--- src/rtl/rom_stream_reader.sv ---
// Streams a burst of ROM words through a 2-entry FIFO with valid/ready output handshake.
// Define ROM_STREAM_READER_SYNC_READ_EN for a ROM with one-cycle registered read data.
module rom_stream_reader #(
  parameter int DEPTH  = 4,
  parameter int ADDR_W = 2,
  parameter int DATA_W = 5
) (
  input  logic              CLK,
  input  logic              RESETN,
  input  logic              start,
  input  logic [ADDR_W-1:0] base,
  input  logic [ADDR_W:0]   len,
  output logic [ADDR_W-1:0] RADDR,
  input  logic [DATA_W-1:0] RDATA,
  output logic              out_valid,
  input  logic              out_ready,
  output logic [DATA_W-1:0] out_data,
  output logic              busy,
  output logic              done
);

  localparam logic [1:0] IDLE  = 2'd0;
  localparam logic [1:0] RUN   = 2'd1;
  localparam logic [1:0] DRAIN = 2'd2;

  localparam logic [ADDR_W-1:0] LAST_ADDR = ADDR_W'(DEPTH - 1);

  logic [1:0]        state;
  logic [ADDR_W:0]   rd_left;
  logic [DATA_W-1:0] fifo_mem [2];
  logic              wr_ptr;
  logic              rd_ptr;
  logic [1:0]        count;
  logic              rd_pending;

  logic              issue;
  logic              pop;
  logic              push;
  logic              last_pop;
  logic [DATA_W-1:0] push_data;
  logic [2:0]        occupancy;
  logic [ADDR_W-1:0] next_addr;

  // NOTE: every signal driven here gets a default first so no latch is inferred.
  always_comb begin
    pop       = out_valid && out_ready;
    occupancy = {1'b0, count} + {2'b00, rd_pending};
    issue     = (state == RUN) && ((occupancy - {2'b00, pop}) < 3'd2);
    next_addr = (RADDR == LAST_ADDR) ? '0 : RADDR + 1'b1;
    push_data = RDATA;
`ifdef ROM_STREAM_READER_SYNC_READ_EN
    push      = rd_pending;
`else
    push      = issue;
`endif
    // A pending sync read would refill the FIFO on this edge, so it is not the last pop.
    last_pop  = (state == DRAIN) && pop && (count == 2'd1) && !rd_pending;
  end

  // NOTE: reset is synchronous, sampled only on the rising clock edge.
  always_ff @(posedge CLK) begin
    if (!RESETN) begin
      state       <= IDLE;
      RADDR       <= '0;
      rd_left     <= '0;
      wr_ptr      <= 1'b0;
      rd_ptr      <= 1'b0;
      count       <= '0;
      rd_pending  <= 1'b0;
      done        <= 1'b0;
      // NOTE: the two FIFO entries are reset so out_data reads 0 after reset.
      fifo_mem[0] <= '0;
      fifo_mem[1] <= '0;
    end else begin
      done <= 1'b0;
      case (state)
        IDLE: begin
          if (start) begin
            if (len == '0) begin
              done <= 1'b1;
            end else begin
              state   <= RUN;
              RADDR   <= base;
              rd_left <= len;
            end
          end
        end
        RUN: begin
          if (issue && (rd_left == 1)) state <= DRAIN;
        end
        DRAIN: begin
          if (last_pop) begin
            state <= IDLE;
            done  <= 1'b1;
          end
        end
        default: state <= IDLE;
      endcase

      if (issue) begin
        RADDR   <= next_addr;
        rd_left <= rd_left - 1'b1;
      end

      if (push) begin
        fifo_mem[wr_ptr] <= push_data;
        wr_ptr           <= ~wr_ptr;
      end
      if (pop) rd_ptr <= ~rd_ptr;
      count <= count + {1'b0, push} - {1'b0, pop};

`ifdef ROM_STREAM_READER_SYNC_READ_EN
      rd_pending <= issue;
`else
      rd_pending <= 1'b0;
`endif
    end
  end

  assign out_valid = (count != 2'd0);
  assign out_data  = fifo_mem[rd_ptr];
  assign busy      = (state != IDLE);

endmodule

--- config.mk ---
export PLATFORM = sky130hd
export DESIGN_NAME = rom_stream_reader
export DESIGN_NICKNAME = d
export VERILOG_FILES = /design/src/rtl/rom_stream_reader.sv
export SDC_FILE = /design/constraint.sdc
export NUM_CORES = 1
export LEC_CHECK = 0
export ABC_CLOCK_PERIOD_IN_PS = 2300
export CELL_PAD_IN_SITES_DETAIL_PLACEMENT = 0
export CELL_PAD_IN_SITES_GLOBAL_PLACEMENT = 1
export CORE_UTILIZATION = 35
export CTS_CLUSTER_SIZE = 28
export DETAILED_ROUTE_END_ITERATION = 16
export PLACE_DENSITY_LB_ADDON = 0.3
export SLEW_MARGIN = 20
export SYNTH_ARGS = -nofsm -noshare
export SYNTH_HDL_FRONTEND = slang
export SYNTH_SLANG_ARGS = --single-unit
--- constraint.sdc ---
create_clock -name CLK -period 2.3 [get_ports CLK]
set_input_delay 0.23 -clock CLK [delete_from_list [all_inputs] [get_ports CLK]]
set_output_delay 0.23 -clock CLK [all_outputs]
set_load 0.1 [all_outputs]
==> metrics.cfg, run 1 <==
[floorplan]
start_util_pct=37.2
dieWidth_um=59.2
coreArea_um2=3080
rows=20
ios=24
die-area_um2=3500
die_h_um=59.2

[place]
dp_hpwl_mm=1.62
placed_cells=180
dp_slack_ns=0.135
gp_congestion=0.795
io_buffers=23

[status]
outcome=completed

[sta]
slew_headroom_pct=80.3
finalSetupTns_ns=0
min_period_ns=1.91
worst-slew-pin-transition_ns=0.295
hold_viol_final=0
skew_ns=0.000951
period_share_pct=83.2
setup_slack_ns=0.386
rsz0062_at_grt=false
holdWs_ns=0.490
clock.fmax_mhz=522
setup_viol=0
maxSlewViolCount=0

[final_layout]
final_core_util_pct=47.4
finalNonFillerCells=184
nets=160
final_common_cell=buf_4
final_layout_size_suffix_gt1_share_pct=20.7
diodes=0
final_cell_mix=14 x buf_4, 13 x dfxtp_1, 13 x clkdlybuf4s50_1, 11 x and2_1
syn_to_final_growth_pct=27.4

[setup_path]
rrSetupSlack_ns=0.39
cp-start-kind=register
arrival_ns=2.15
timing.rr.start=count[1]$_SDFF_PN0_
path_max_fanout=7
reg2reg_to=count[1]$_SDFF_PN0_
worstPathRequired_ns=2.53
path_class=reg2reg
r2r_cells=8
endpoint_kind=register

[logic_synthesis]
ys_seq_area_share_pct=49.0
yosysWarnings=0
synthesis.instances=110
synth_nets=129
synthDistinctLibCells=32
syn_area_um2=1140
ys_seq_elements=23
synth_area_per_cell_um2=10.4

[clock_network]
post_cts_buffers=0
cts_sinks=23
cts_max_level=1
path_clk_slew_ns=0.13
post_cts_resized=0
clockBufferDepth=2
clk-insertion-delay-late_ns=0.32
cts_buffers=3
cts_tree=done
root_buffer=clkbuf_4
holdBufCountCts=0

[global_routing]
grt_pass1_wl_mm=3.48
grt_max_degree=14
track_usage_pct=13.9
antenna_found_initial=0
grt_overflow=0
first_global_vias=778

[drt]
ant_nets=0
wl_per_cell_um=11.5
vias=872
drt_iter0_markers=24
drt_pass1_iterations=4
drc=0
drt-total-wl_mm=2.12
vias_per_cell=4.74

[worst_hold_path]
hold_path_class=reg2reg
hp-start=rd_left[1]$_SDFFE_PN0P_
min_path_cells=2
hold-path-endpoint=rd_left[1]$_SDFFE_PN0P_

[power_and_ir_drop]
cellPowerDensity_nw_per_um2=1030
leakage_nw=0.604
max-vdd-ir-drop_uv=487

[flow_run]
drv_cap=0

==> state kept, by name, summed over array words and instances (netlist names), named ones only <==
signal,cells
state,2
wr_ptr,1
count,2
fifo_mem,10
done,1
rd_ptr,1
rd_left,3
RADDR,2
==> area by class of cell <==
class,count,area [um2]
inverter,11,43.8
clock buffer,3,22.5
clock inverter,1,5.00
sequential,23,561
tap,44,55.1
fill,307,1620
multi-input combinational,75,537
timing repair buffer,27,235
==> through the flow <==
step	instance area, um2	total power [mW]
floorplan	1140	1.15
global placement	1430	1.31
detailed placement	1430	1.32
CTS	1460	1.52
global route	1460	1.58
finish	1460	1.50
==> logic make-up (layout without fill, tap and decap cells) <==
family          after synthesis  count (layout)  synth area share (%)
flops                        23              23                  49.0
fa+ha+maj                     5               5                  5.46
buf+inv                      12              42                  4.15
mux                           6               6                  5.79
simple gates                 41              41                  20.3
xor+xnor                      4               4                  3.06
compound gates               19              19                  12.2
==> critical path, cell delays in order, from the launching register on <==
cell,delay (ns)
dfxtp_1,0.42
or2_2,0.33
and2_1,0.20
ha_1,0.28
inv_1,0.03
ha_1,0.17
xnor2_1,0.13
xnor2_1,0.12
and2_1,0.15
==> routing by layer <==
layer  global-route usage, %  wire [um]  vias up
li1                        -          -      449
met1                    15.3        930      397
met2                    24.7       1070       22
met3                    4.37         92        4
met4                    5.10         34        0
met5                       0          0        -
==> synth_stat cells (all sizes together) <==
master,n,area [um2]
dfxtp,13,260
and2,11,68.8
inv,11,43.8
edfxtp,10,300
nor2,10,37.5
ha,5,62.6
mux2,5,56.3
a21oi,4,31.3
nand2,4,15.0
nand3,4,20.0
xnor2,4,35.0
nand2b,3,21.3
nor3b,3,33.8
o21ai,3,15.0
a211oi,2,15.0
a21boi,2,15.0
a32oi,2,17.5
nor2b,2,12.5
o22ai,2,12.5
or2,2,12.5
a211o,1,8.76
a22oi,1,7.51
a2bb2oi,1,8.76
clkbuf,1,3.75
mux2i,1,10.0
nor3,1,5.00
o41ai,1,8.76
or3,1,6.26
==> power breakdown <==
group	total, mW	switching (mW)	internal, mW
registers	0.569	0.0700	0.499
logic	0.737	0.500	0.237
clock network	0.195	0.130	0.0651
total	1.50	0.700	0.801
==> worst max-delay path by stage <==
stage | start | to | slack, ns | depth (start not counted)
final | count[1]$_SDFF_PN0_ | count[1]$_SDFF_PN0_ | 0.39 | 8
after global routing | count[1]$_SDFF_PN0_ | count[1]$_SDFF_PN0_ | 0.28 | 8
after CTS | count[1]$_SDFF_PN0_ | count[1]$_SDFF_PN0_ | 0.38 | 8
after detailed placement | out_ready | count[1]$_SDFF_PN0_ | 0.13 | 10
after global placement | out_ready | count[1]$_SDFF_PN0_ | 0.17 | 10
after floorplan | count[1]$_SDFF_PN0_ | count[1]$_SDFF_PN0_ | 0.15 | 8
Power figures use the tool's default switching activity.
==> run 2, diff against run 1 <==
--- a/config.mk
+++ b/config.mk
@@ -5,7 +5,7 @@
 export SDC_FILE = /design/constraint.sdc
 export NUM_CORES = 1
 export LEC_CHECK = 0
-export ABC_CLOCK_PERIOD_IN_PS = 2300
+export ABC_CLOCK_PERIOD_IN_PS = 1800
 export CELL_PAD_IN_SITES_DETAIL_PLACEMENT = 0
 export CELL_PAD_IN_SITES_GLOBAL_PLACEMENT = 1
 export CORE_UTILIZATION = 35
==> constraint.sdc (replaced) <==
create_clock -name CLK -period 1.8 [get_ports CLK]
set_input_delay 0.18 -clock CLK [delete_from_list [all_inputs] [get_ports CLK]]
set_output_delay 0.18 -clock CLK [all_outputs]
set_load 0.1 [all_outputs]
==> run 2 against run 1 <==
Net effect: clock skew grew 0.0044 ns; critical endpoint unchanged; cell count up 2.7%; global-route usage increased by 0.15 points; setup slack worse by 0.31 ns; first-iteration DRC count down 58%; sequential power up 29%; sequential cell count did not move; routed wire length rose by 1.6%; fmax is 11% higher; critical path type unchanged.
==> metrics.cfg, run 2 (same netlist as run 1, synthesis figures left out) <==
[drt]
routed.top_layer=met3
wl_met3_um=76  ; -17%
drt_iter0_markers=10  ; -58%
vias=865  ; -0.80%
drt-total-wl_mm=2.16  ; +1.6%
drt_pass1_iterations=4  ; unchanged
dr_wl_met2_mm=1.03  ; -3.8%
wl_met1_mm=1.06  ; +14%
drc=0  ; unchanged
wl_per_cell_um=11.4  ; -1.1%
ant_nets=0  ; unchanged
vias_per_cell=4.58  ; -3.4%

[final_layout]
top_register=fifo_mem
final_cell_mix=13 x clkdlybuf4s50_1, 12 x buf_4, 11 x dfxtp_1
final_layout_size_suffix_gt1_share_pct=28.3  ; +7.6 points
final_core_util_pct=52.8  ; +5.4 points
final_cell_area_um2=1630  ; +11%
reg.largest.list=fifo_mem (10), rd_left (3)
syn_to_final_growth_pct=42.1
diodes=0  ; unchanged
nets=165  ; +3.1%
final_common_cell=clkdlybuf4s50_1
largest_reg_flops=10  ; unchanged

[power_and_ir_drop]
p_total_mw=2.16  ; +44%
cellPowerDensity_nw_per_um2=1330  ; +29%
max-vdd-ir-drop_uv=1050  ; +120%
leakage_nw=0.656  ; +8.7%

[clock_network]
cts_tree=done
cts_buffers=3  ; unchanged
holdBufCountCts=0  ; unchanged
cts_max_level=1  ; unchanged
cts_sinks=23  ; unchanged
clk-insertion-delay-late_ns=0.30  ; -0.02 ns
post_cts_buffers=0  ; unchanged
clockBufferDepth=2  ; unchanged
root_buffer=clkbuf_4
path_clk_slew_ns=0.12  ; about the same
post_cts_resized=0  ; unchanged

[global_routing]
antenna_found_initial=0  ; unchanged
grt_pass1_wl_mm=3.71  ; +6.6%
grt_overflow=0  ; unchanged
first_global_vias=816  ; +4.9%
track_usage_pct=14.0  ; +0.15 points
grt_max_degree=14  ; unchanged

[floorplan]
rows=20  ; unchanged
die_h_um=59.2  ; unchanged
coreArea_um2=3080  ; unchanged
dieWidth_um=59.2  ; unchanged
ios=24  ; unchanged
die-area_um2=3500  ; unchanged
start_util_pct=37.2  ; unchanged

[sta]
hold_viol_final=0  ; unchanged
period_share_pct=95.6  ; +12 points
setup_viol=0  ; unchanged
maxSlewViolCount=0  ; unchanged
clock.fmax_mhz=581  ; +11%
holdWs_ns=0.487  ; -0.00331 ns
setup_slack_ns=0.0784  ; -0.307 ns
min_period_ns=1.72  ; -0.193 ns
rsz0062_at_grt=false
slew_headroom_pct=76.8  ; -3.5 points
worst-slew-pin-transition_ns=0.347  ; +0.0520 ns
skew_ns=0.00538  ; +0.00443 ns

[setup_path]
path_max_fanout=7  ; unchanged
worstPathRequired_ns=2.01  ; -0.52 ns
path_class=reg2reg
endpoint_kind=register
arrival_ns=1.93  ; -0.22 ns
cp-start-kind=register

[flow_run]
drv_cap=0  ; unchanged

[place]
dpl_cell_area_um2=1600  ; +12%
dp_slack_ns=-0.162  ; -0.297 ns
io_buffers=23  ; unchanged
gp_congestion=0.737  ; -7.2%
dp_hpwl_mm=1.71  ; +5.7%

[status]
outcome=completed

[worst_hold_path]
hold_path_class=reg2reg

[run 2: cell count changes in the layout (fill, tap and decap cells not counted), moves of 2 or more]
cell and change:
buf_12 +7, dfxtp_1 -2, ha_4 +2, buf_4 -2, ha_1 -2
[run 2: cell type report]
class                           instances  area [um2]
Multi-Input combinational cell         75         574
Inverter                               11        43.8
Sequential cell                        23         566
Timing Repair Buffer                   32         360
Clock inverter                          1        5.00
Clock buffer                            3        22.5
Tap cell                               44        55.1
Fill cell                             289        1450
[run 2: worst paths after layout]
path	end	cells after the start	startpoint	slack [ns]
max	count[1]$_SDFF_PN0_	8	count[1]$_SDFF_PN0_	0.08
min	rd_left[1]$_SDFFE_PN0P_	2	rd_left[1]$_SDFFE_PN0P_	0.49
max reg2reg	count[1]$_SDFF_PN0_	8	count[1]$_SDFF_PN0_	0.08
min reg2reg	rd_left[1]$_SDFFE_PN0P_	2	rd_left[1]$_SDFFE_PN0P_	0.49
[run 2: layer usage]
layer  vias to the layer above  global-route usage [%]
li1                        457                       -
met1                       395                    18.2
met2                        13                    24.2
met3                         0                    2.40
met4                         0                    3.06
met5                         -                       0
[run 2: worst max-delay path, stage by stage, from the launching register on]
cell and delay, ns:
dfxtp_4 0.40, or2_4 0.25, and2_4 0.16, ha_4 0.25
inv_2 0.03, ha_4 0.15, xnor2_2 0.13, xnor2_1 0.11
and2_1 0.15
[run 2: metrics by stage]
stage          setup TNS, ns  cells
6_report                   0    189
5_1_grt                    0    189
4_1_cts                    0    189
3_5_place_dp          -0.243    185
3_3_place_gp          -0.127    185
2_1_floorplan        -0.0261    110
[run 2: where the power goes]
part	switching [mW]	total [mW]	internal, mW
logic	0.695	1.19	0.493
registers	0.0900	0.736	0.646
clock network	0.155	0.237	0.0828
total	0.939	2.16	1.22
==> run 3, diff against run 2 <==
--- a/config.mk
+++ b/config.mk
@@ -12,6 +12,7 @@
 export CTS_CLUSTER_SIZE = 28
 export DETAILED_ROUTE_END_ITERATION = 16
 export PLACE_DENSITY_LB_ADDON = 0.3
+export RECOVER_POWER = 50
 export SLEW_MARGIN = 20
 export SYNTH_ARGS = -nofsm -noshare
 export SYNTH_HDL_FRONTEND = slang
==> run 3 against run 2 <==
Net effect: sequential cell count unchanged; hold slack got worse by 0.00081 ns; clock skew about the same; die area unchanged; largest cell class unchanged; largest power group unchanged; highest routed layer unchanged.
==> metrics.cfg, run 3 (same netlist as run 1, synthesis figures left out) <==
[clock_network]
root_buffer=clkbuf_4
cts_sinks=23  ; unchanged
clk-insertion-delay-late_ns=0.30  ; about the same
post_cts_buffers=0  ; unchanged
cts_buffers=3  ; unchanged
clockBufferDepth=2  ; unchanged
cts_tree=done
cts_max_level=1  ; unchanged
post_cts_resized=0  ; unchanged
path_clk_slew_ns=0.13  ; about the same
holdBufCountCts=0  ; unchanged

[final_layout]
ff_latch_area_um2=566  ; unchanged
finalNonFillerCells=189  ; unchanged
final_cell_mix=12 x clkdlybuf4s50_1, 11 x dfxtp_1, 10 x and2_1, 10 x nor2_1, 10 x edfxtp_1
multi_input_area_um2=574  ; unchanged
final_common_cell=clkdlybuf4s50_1
final_core_util_pct=51.7  ; -1.1 points
diodes=0  ; unchanged
nets=165  ; unchanged
num-fill-cells=298  ; +3.1%
reg.largest.list=fifo_mem (10), rd_left (3)
syn_to_final_growth_pct=39.1
final_cell_area_um2=1590  ; -2.1%
top_register=fifo_mem
largest_reg_flops=10  ; unchanged
final_layout_size_suffix_gt1_share_pct=26.2  ; -2.1 points

[sta]
skew_ns=0.00546  ; +0.0000739 ns
rsz0062_at_grt=false
slew_headroom_pct=64.1  ; -13 points
min_period_ns=1.71  ; -0.0139 ns
hold_viol_final=0  ; unchanged
worst-slew-pin-transition_ns=0.541  ; +0.194 ns
maxSlewViolCount=0  ; unchanged
holdWs_ns=0.486  ; -0.000807 ns
setup_viol=0  ; unchanged
clock.fmax_mhz=586  ; +0.82%
period_share_pct=94.9  ; -0.77 points

[global_routing]
grtUsageMet1_pct=18.2  ; unchanged
grt_overflow=0  ; unchanged
grtUsageMet2_pct=24.2  ; unchanged
grt_pass1_wl_mm=3.71  ; unchanged
first_global_vias=816  ; unchanged
grt_max_degree=14  ; unchanged
top_usage_layer=met2
antenna_found_initial=0  ; unchanged
grtUsageMet3_pct=2.40  ; unchanged
track_usage_pct=14.0  ; unchanged

[setup_path]
cp-start-kind=register
crit_path_top_delay_cell=dfxtp_2
path_cells=nand2b_1, a21oi_4, inv_4, ha_4, inv_2, ha_4, xnor2_2, xnor2_1, and2_1
path_class=reg2reg
worstPathRequired_ns=2.01  ; about the same
cp.buffers_inverters=2  ; +1
cp_top_family=adder cells
arrival_ns=1.92  ; about the same
cp_slowest_stage_delay_ns=0.37  ; -0.03 ns
path_max_fanout=4  ; -3
crit_top_cell=ha_4
endpoint_kind=register

[place]
gp_congestion=0.737  ; unchanged
io_buffers=23  ; unchanged
dp_hpwl_mm=1.71  ; unchanged
dpl_cell_area_um2=1600  ; unchanged
placed_cells=185  ; unchanged

[power_and_ir_drop]
max-vdd-ir-drop_uv=923  ; -12%
p_total_mw=2.09  ; -3.4%
cellPowerDensity_nw_per_um2=1310  ; -1.4%
leakage_nw=0.638  ; -2.7%

[drt]
wl_per_cell_um=11.4  ; -0.42%
drc=0  ; unchanged
vias=865  ; unchanged
drt-total-wl_mm=2.15  ; -0.42%
ant_nets=0  ; unchanged
drt_iter0_markers=10  ; unchanged
vias_per_cell=4.58  ; unchanged
drt_pass1_iterations=4  ; unchanged

[floorplan]
die-area_um2=3500  ; unchanged
die_h_um=59.2  ; unchanged
coreArea_um2=3080  ; unchanged
dieWidth_um=59.2  ; unchanged
ios=24  ; unchanged
start_util_pct=37.2  ; unchanged
rows=20  ; unchanged

[worst_hold_path]
hold_path_class=reg2reg

[status]
outcome=completed

[flow_run]
drv_cap=0  ; unchanged

## run 3: cell count changes in the layout (fill, tap and decap cells not counted)
cell and delta:
dlygate4sd3_1 +1, buf_4 -6, buf_12 -1, clkdlybuf4s50_1 -1, clkbuf_2 +4, clkbuf_1 +3
## run 3: layout make-up
| class | instances | share of cell area, % |
|---|---|---|
| inverters | 11 | 2.75 |
| clock inverters | 1 | 0.314 |
| flip-flops and latches | 23 | 35.5 |
| clock buffers | 3 | 1.41 |
| repair buffers | 32 | 20.5 |
| well taps | 44 | 3.46 |
| multi-input cells | 75 | 36.1 |
## run 3: final timing paths
kind / start / slack (ns) / end / depth (start not counted)
min: rd_left[1]$_SDFFE_PN0P_ / 0.49 / rd_left[1]$_SDFFE_PN0P_ / 2
min reg2reg: rd_left[1]$_SDFFE_PN0P_ / 0.49 / rd_left[1]$_SDFFE_PN0P_ / 2
max reg2reg: count[0]$_SDFF_PN0_ / 0.09 / count[1]$_SDFF_PN0_ / 9
max: count[0]$_SDFF_PN0_ / 0.09 / count[1]$_SDFF_PN0_ / 9
## run 3: per-layer routing
metal	up-vias	wire length (um)
met5	-	0
met4	0	0
met3	0	71
met2	11	1020
met1	396	1060
li1	458	-
## run 3: power breakdown
part           switching (mW)  internal, mW
combinational           0.685         0.429
sequential             0.0896         0.646
clock                   0.155        0.0828
total                   0.929          1.16
## run 3: worst min-delay path: cells and delay by family (launching register included)
kind             cells  cell delay (ns)
AO/OA/AOI/OAI        1             0.07
flip-flops           1             0.33
AND/OR/NAND/NOR      1             0.06
## run 3: per-stage QoR
stage	worst slack, ns	setup TNS, ns
after floorplan	-0.0261	-0.0261
after global placement	-0.127	-0.127
after detailed placement	-0.162	-0.243
after CTS	0.0609	0
after global routing	0.0285	0
final	0.0923	0
